File: src/rtl/instr_fetch_control_if.sv
// Instruction-memory fetch bus: request/address from the fetch unit, word/strobe back from memory.
interface instr_fetch_control_if #(
  parameter int ADDR_W = 10
);
  logic              imem_req;
  logic [ADDR_W-1:0] imem_addr;
  logic [31:0]       imem_rdata;
  logic              imem_valid;

  modport master (
    output imem_req,
    output imem_addr,
    input  imem_rdata,
    input  imem_valid
  );

  modport slave (
    input  imem_req,
    input  imem_addr,
    output imem_rdata,
    output imem_valid
  );
endinterface

File: src/rtl/instr_fetch_control.sv
// Multi-cycle RV32I fetch/decode control: fetches over imem req/valid, decodes R-type ALU ops.
// Optional macro ILLEGAL_TRAP_EN: illegal words halt the core and raise the sticky 'illegal' flag.
module instr_fetch_control #(
  parameter int ADDR_W       = 10,
  parameter int RESET_PC     = 0,
  parameter int IMEM_TIMEOUT = 15
) (
  input  logic                   clock,
  input  logic                   reset,
  input  logic                   start,
  instr_fetch_control_if.master  imem,
  output logic [4:0]             read_reg_num1,
  output logic [4:0]             read_reg_num2,
  output logic [4:0]             write_reg,
  output logic [3:0]             alu_control,
  output logic                   regwrite,
  output logic [ADDR_W-1:0]      pc,
  output logic                   halted,
  output logic                   fetch_err,
  output logic                   illegal
);

  localparam int                WAIT_W     = $clog2(IMEM_TIMEOUT + 1);
  localparam logic [ADDR_W-1:0] RESET_PC_V = RESET_PC[ADDR_W-1:0];
  localparam logic [WAIT_W-1:0] WAIT_LAST  = WAIT_W'(IMEM_TIMEOUT - 1);
  localparam logic [6:0]        OP_RTYPE   = 7'b0110011;
  localparam logic [31:0]       ECALL_WORD = 32'h0000_0073;

  typedef enum logic [2:0] {
    IDLE,
    FETCH,
    DECODE,
    EXEC,
    HALT
  } state_t;

  state_t            state_q, state_d;
  logic [ADDR_W-1:0] pc_q, pc_d;
  logic [31:0]       instr_q, instr_d;
  logic [WAIT_W-1:0] wait_q, wait_d;
  logic              fetch_err_q, fetch_err_d;

  logic [6:0] opcode;
  logic [2:0] funct3;
  logic [6:0] funct7;
  logic       op_legal;
  logic       op_ecall;
  logic [3:0] alu_dec;

  assign opcode = instr_q[6:0];
  assign funct3 = instr_q[14:12];
  assign funct7 = instr_q[31:25];

  // Only the ten base R-type ALU ops are legal; funct7 may be 0 or 0x20 and 0x20 only pairs with ADD/SRA slots.
  always_comb begin
    alu_dec  = 4'b0000;
    op_legal = 1'b0;
    op_ecall = (instr_q == ECALL_WORD);
    if (opcode == OP_RTYPE && (funct7 == 7'b0000000 || funct7 == 7'b0100000)) begin
      op_legal = 1'b1;
      unique case ({funct7[5], funct3})
        4'b0_000: alu_dec = 4'b0010;
        4'b1_000: alu_dec = 4'b0100;
        4'b0_111: alu_dec = 4'b0000;
        4'b0_110: alu_dec = 4'b0001;
        4'b0_100: alu_dec = 4'b0011;
        4'b0_001: alu_dec = 4'b0101;
        4'b0_101: alu_dec = 4'b0110;
        4'b1_101: alu_dec = 4'b0111;
        4'b0_010: alu_dec = 4'b1000;
        4'b0_011: alu_dec = 4'b1001;
        default: begin
          alu_dec  = 4'b0000;
          op_legal = 1'b0;
        end
      endcase
    end
  end

`ifdef ILLEGAL_TRAP_EN
  logic illegal_q, illegal_d;
`endif

  always_comb begin
    state_d     = state_q;
    pc_d        = pc_q;
    instr_d     = instr_q;
    wait_d      = wait_q;
    fetch_err_d = fetch_err_q;
`ifdef ILLEGAL_TRAP_EN
    illegal_d   = illegal_q;
`endif
    regwrite      = 1'b0;
    imem.imem_req = 1'b0;

    unique case (state_q)
      IDLE: begin
        if (start) begin
          state_d = FETCH;
          wait_d  = '0;
        end
      end
      FETCH: begin
        imem.imem_req = 1'b1;
        if (imem.imem_valid) begin
          instr_d = imem.imem_rdata;
          state_d = DECODE;
        end else if (wait_q == WAIT_LAST) begin
          fetch_err_d = 1'b1;
          state_d     = HALT;
        end else begin
          wait_d = wait_q + 1'b1;
        end
      end
      DECODE: begin
        state_d = EXEC;
      end
      EXEC: begin
        if (op_ecall) begin
          state_d = HALT;
        end else if (!op_legal) begin
`ifdef ILLEGAL_TRAP_EN
          illegal_d = 1'b1;
          state_d   = HALT;
`else
          pc_d    = pc_q + ADDR_W'(4);
          wait_d  = '0;
          state_d = FETCH;
`endif
        end else begin
          regwrite = (instr_q[11:7] != 5'd0);
          pc_d     = pc_q + ADDR_W'(4);
          wait_d   = '0;
          state_d  = FETCH;
        end
      end
      HALT: begin
        state_d = HALT;
      end
      default: begin
        state_d = IDLE;
      end
    endcase
  end

  always_ff @(posedge clock or negedge reset) begin
    if (!reset) begin
      state_q     <= IDLE;
      pc_q        <= RESET_PC_V;
      instr_q     <= '0;
      wait_q      <= '0;
      fetch_err_q <= 1'b0;
`ifdef ILLEGAL_TRAP_EN
      illegal_q   <= 1'b0;
`endif
    end else begin
      state_q     <= state_d;
      pc_q        <= pc_d;
      instr_q     <= instr_d;
      wait_q      <= wait_d;
      fetch_err_q <= fetch_err_d;
`ifdef ILLEGAL_TRAP_EN
      illegal_q   <= illegal_d;
`endif
    end
  end

  assign imem.imem_addr = pc_q;
  assign pc             = pc_q;
  assign read_reg_num1  = instr_q[19:15];
  assign read_reg_num2  = instr_q[24:20];
  assign write_reg      = instr_q[11:7];
  assign alu_control    = alu_dec;
  assign halted         = (state_q == HALT);
  assign fetch_err      = fetch_err_q;
`ifdef ILLEGAL_TRAP_EN
  assign illegal        = illegal_q;
`else
  assign illegal        = 1'b0;
`endif

endmodule

File: src/flat_wrapper.sv
// flat-port wrapper written by rule: the top's interface ports become plain ports
module instr_fetch_control_flat 
#(
  parameter int ADDR_W       = 10,
  parameter int RESET_PC     = 0,
  parameter int IMEM_TIMEOUT = 15
)
  (clock, reset, start, read_reg_num1, read_reg_num2, write_reg, alu_control, regwrite, pc, halted, fetch_err, illegal, imem_imem_req, imem_imem_addr, imem_imem_rdata, imem_imem_valid);
  instr_fetch_control_if #(.ADDR_W(ADDR_W)) imem_i ();
  input  logic clock;
  input  logic reset;
  input  logic start;
  output logic [4:0] read_reg_num1;
  output logic [4:0] read_reg_num2;
  output logic [4:0] write_reg;
  output logic [3:0] alu_control;
  output logic regwrite;
  output logic [ADDR_W-1:0] pc;
  output logic halted;
  output logic fetch_err;
  output logic illegal;
  output wire logic [$bits(imem_i.imem_req)-1:0] imem_imem_req;
  output wire logic [$bits(imem_i.imem_addr)-1:0] imem_imem_addr;
  input wire logic [$bits(imem_i.imem_rdata)-1:0] imem_imem_rdata;
  input wire logic [$bits(imem_i.imem_valid)-1:0] imem_imem_valid;
  assign imem_imem_req = imem_i.imem_req;
  assign imem_imem_addr = imem_i.imem_addr;
  assign imem_i.imem_rdata = imem_imem_rdata;
  assign imem_i.imem_valid = imem_imem_valid;
  instr_fetch_control #(.ADDR_W(ADDR_W), .RESET_PC(RESET_PC), .IMEM_TIMEOUT(IMEM_TIMEOUT)) u_core (.clock(clock), .reset(reset), .start(start), .imem(imem_i), .read_reg_num1(read_reg_num1), .read_reg_num2(read_reg_num2), .write_reg(write_reg), .alu_control(alu_control), .regwrite(regwrite), .pc(pc), .halted(halted), .fetch_err(fetch_err), .illegal(illegal));
endmodule
File: config.mk
export PLATFORM = sky130hd
export DESIGN_NAME = instr_fetch_control_flat
export DESIGN_NICKNAME = d
export VERILOG_FILES = /design/src/rtl/instr_fetch_control_if.sv /design/src/rtl/instr_fetch_control.sv /design/src/flat_wrapper.sv
export SDC_FILE = /design/constraint.sdc
export NUM_CORES = 1
export LEC_CHECK = 0
export ABC_AREA = 0
export BUFFER_PORTS_ARGS = -buffer_cell sky130_fd_sc_hd__buf_2
export CAP_MARGIN = 10
export CORE_UTILIZATION = 46
export DETAILED_ROUTE_END_ITERATION = 10
export PLACE_DENSITY = 0.76
export RECOVER_POWER = 25
export REMOVE_ABC_BUFFERS = 1
export SYNTH_ARGS = -nofsm -noshare
export SYNTH_HDL_FRONTEND = slang
export SYNTH_SLANG_ARGS = --single-unit
export TNS_END_PERCENT = 5
File: constraint.sdc
create_clock -name clock -period 1.85 [get_ports clock]
set_input_delay 0 -clock clock [delete_from_list [all_inputs] [get_ports clock]]
set_output_delay 0 -clock clock [all_outputs]
set_load 0.02 [all_outputs]
==> flow_metrics.py <==
metrics = {
    "status": {
        "outcome": "finished with violations",
        "failed_checks": "setup timing",
    },
    "final_layout": {
        "fillers": 397,
        "num-nets-final": 355,
        "area_growth_pct": 35.3,
        "antenna_cells": 0,
        "final_cell_count_no_fill": 386,
        "fin_util": 0.653,
        "layout-drive-gt1-share": 0.456,
    },
    "worst_hold_path": {
        "hold_end": "u_core.state_q[0]",
        "holdCritStartpoint": "start",
        "whs_path_depth": 5,
        "hp-class": "in -> reg",
    },
    "critical_path": {
        "worst_ep_arrival_time_ns": 2.08,
        "start_kind": "flop",
        "crit_required_ns": 2.08,
        "critical_path_class": "reg -> reg",
        "crit_path_end_kind": "flop",
        "reg2regPathDepth": 5,
        "crit_fanout": 4,
        "reg2reg_to": "u_core.wait_q[3]",
        "rrSetupSlack_ns": -0.005,
        "r2r_start": "u_core.instr_q[15]",
        "startpoint": "u_core.instr_q[15]",
    },
    "placed_design": {
        "port_buffers": 74,
        "hpwl_um": 3300,
        "placedCellCount": 342,
        "gp_congestion": 0.732,
    },
    "sta": {
        "finalHoldViolCount": 0,
        "rsz0062_at_grt": "yes",
        "max_freq_mhz": 539,
        "worst_pin_slew_ns": 1.15,
        "min_period_over_period": 1.00,
        "slew_viol_final": 0,
        "max_slew_margin": 0.230,
        "clock_skew_ns": 0.00806,
        "setup_violations": 2,
        "fin_crit_ns": 1.85,
        "final.setup.worst_slack_ns": -0.00455,
    },
    "global_route": {
        "grt_max_degree": 49,
        "grt_pass1_vias": 1855,
        "grt.overflow.total": 0,
        "grt_pass1_wl_um": 8390,
        "antenna_found_initial": 0,
        "grt_usage": 0.200,
    },
    "synthesis": {
        "seq_area_frac_synth": 0.484,
        "synth.distinct_cells": 43,
        "ys.flop_type": "dfrtp_1",
        "synth_warnings": 0,
        "postSynth.asyncResetShare": 1.00,
        "avgSynthCellArea_um2": 11.5,
        "syn_area_mm2": 0.00248,
        "synth_top_cell_area_share": 0.484,
        "yosysTopAreaCell": "dfrtp_1",
        "synth_enable_flop_cells": 0,
        "synthCells": 215,
        "synthTopCellsByArea": "dfrtp_1 (48%), mux2_2 (13%), buf_4 (9.1%)",
        "synth_common_cells": "dfrtp_1 (48), buf_4 (30), mux2_2 (29)",
        "synth.most_common_cell": "dfrtp_1",
        "synth_seq_cells": 48,
    },
    "routing": {
        "num_vias": 1854,
        "route.detailed.drc": 0,
        "met2WireLength_um": 2880,
        "ant_nets": 0,
        "drtPass1Iterations": 4,
        "drt_iter0_markers": 87,
        "avgViaCountPerCell": 4.80,
        "met1Wirelength_um": 2160,
        "wl_met3_um": 227,
        "dr.max_layer_used": "met4",
        "avgRoutedWirePerCell_um": 13.9,
        "wirelength_um": 5360,
    },
    "cts": {
        "cts.reportedPaths.clkPinSlew_ns": 0.08,
        "cts-root-buf": "clkbuf_8",
        "clockBufferDepth": 2,
        "cts_made_buffers": 5,
        "worst_skew_pair.late_latency_ns": 0.30,
        "cts_tree": "done",
        "clkSinkCount": 48,
        "ctsHtreeMaxLevel": 2,
    },
    "floorplanning": {
        "ios": 80,
        "die_w_um": 75.4,
        "core_mm2": 0.00514,
        "dieArea_mm2": 0.00569,
        "fp-row-count": 26,
        "start_util": 0.483,
        "die_h_um": 75.4,
    },
    "power": {
        "power_density_mw_per_mm2": 1500,
        "leakage_nw": 1.57,
        "irDropWorstVdd_v": 0.000932,
    },
    "flow_run": {
        "cap_viol_max_count": 0,
    },
}
## layout make-up
cell class / instances / area [um^2] / share of cell area
multi-input cells: 131 / 1100 / 0.329
flip-flops and latches: 48 / 1200 / 0.358
clock buffers: 5 / 68.8 / 0.0205
well taps: 70 / 87.6 / 0.0261
repair buffers: 125 / 863 / 0.257
clock inverters: 2 / 12.5 / 0.00373
inverters: 5 / 18.8 / 0.00559
## cell usage in the layout, fill, tap and decap left out, drive strengths merged, types with 2 or more instances in the layout
master and n:
a21oi 8, a31oi 3, and2 5, and4b 2, buf 90, clkbuf 6
conb 5, dfrtp 48, dlygate4sd3 34, ha 3, inv 5, mux2 32
nand2 10, nand3 5, nand4 3, nor2 12, nor2b 5, nor3 4
nor4 5, nor4b 2, o21ai 5, o22ai 2, xnor2 3, xor2 6
## worst max-delay path, cell delays in order, from the launching register on
cell     delay (ns)
dfrtp_1        0.44
nor4_4         0.34
nand2_1        0.09
or4_4          0.51
o21a_4         0.24
a31oi_2        0.15
## metrics by stage
step           power, W  hold WS (ns)  TNS (ns)  setup slack, ns  area (um^2)
2_1_floorplan   0.00336        -0.296    -15.01           -0.479         2250
3_3_place_gp    0.00410         0.126         0           0.0235         2820
3_5_place_dp    0.00418         0.129   -0.0236          -0.0105         2820
4_1_cts         0.00491         0.120         0         0.000970         3300
5_1_grt         0.00539         0.175    -0.396          -0.0838         3360
6_report        0.00504         0.123  -0.00537         -0.00455         3360
## kinds of logic after synthesis
| kind of cell | share of synthesized area |
|---|---|
| AND/OR/NAND/NOR | 0.138 |
| flip-flops | 0.484 |
| buffers and inverters | 0.108 |
| multiplexers | 0.145 |
| AO/OA/AOI/OAI | 0.0761 |
| XOR/XNOR | 0.0318 |
| adder cells (fa/ha/maj) | 0.0151 |
| other | 0.00151 |
## registers in the layout (all words and copies together) (netlist names)
signal	cells
u_core.instr_q	32
u_core.imem.imem_addr	8
u_core.fetch_err	1
u_core.state_q	3
u_core.wait_q	4
## worst max-delay path by stage
| stage | to | slack, ns |
|---|---|---|
| floorplan | u_core.instr_q[0] | -0.48 |
| global placement | u_core.imem.imem_addr[4] | 0.02 |
| detailed placement | u_core.wait_q[2] | -0.01 |
| CTS | alu_control[3] | 0.001 |
| global route | u_core.wait_q[3] | -0.08 |
| finish | u_core.wait_q[3] | -0.005 |
## report_power, final
| group | internal, W | total [W] | switching, W |
|---|---|---|---|
| Clock | 0.000256 | 0.000599 | 0.000342 |
| Sequential | 0.00152 | 0.00199 | 0.000469 |
| Combinational | 0.00120 | 0.00245 | 0.00125 |
## timing repair
action / in CTS / in global routing
endpoints found under the setup margin: 11 / 13
gates cloned: 0 / 0
hold endpoints to repair: 81 / 0
setup buffers: 2 / 1
gates resized for setup: 6 / 11
pin swaps: 4 / 2
hold buffers: 34 / 0
## per-layer routing
metal,vias to the layer above,GRT usage
li1,916,-
met4,0,0.0823
met3,10,0.0410
met2,56,0.343
met1,872,0.247
met5,-,0
No activity file was read; power rests on OpenSTA's default activity.
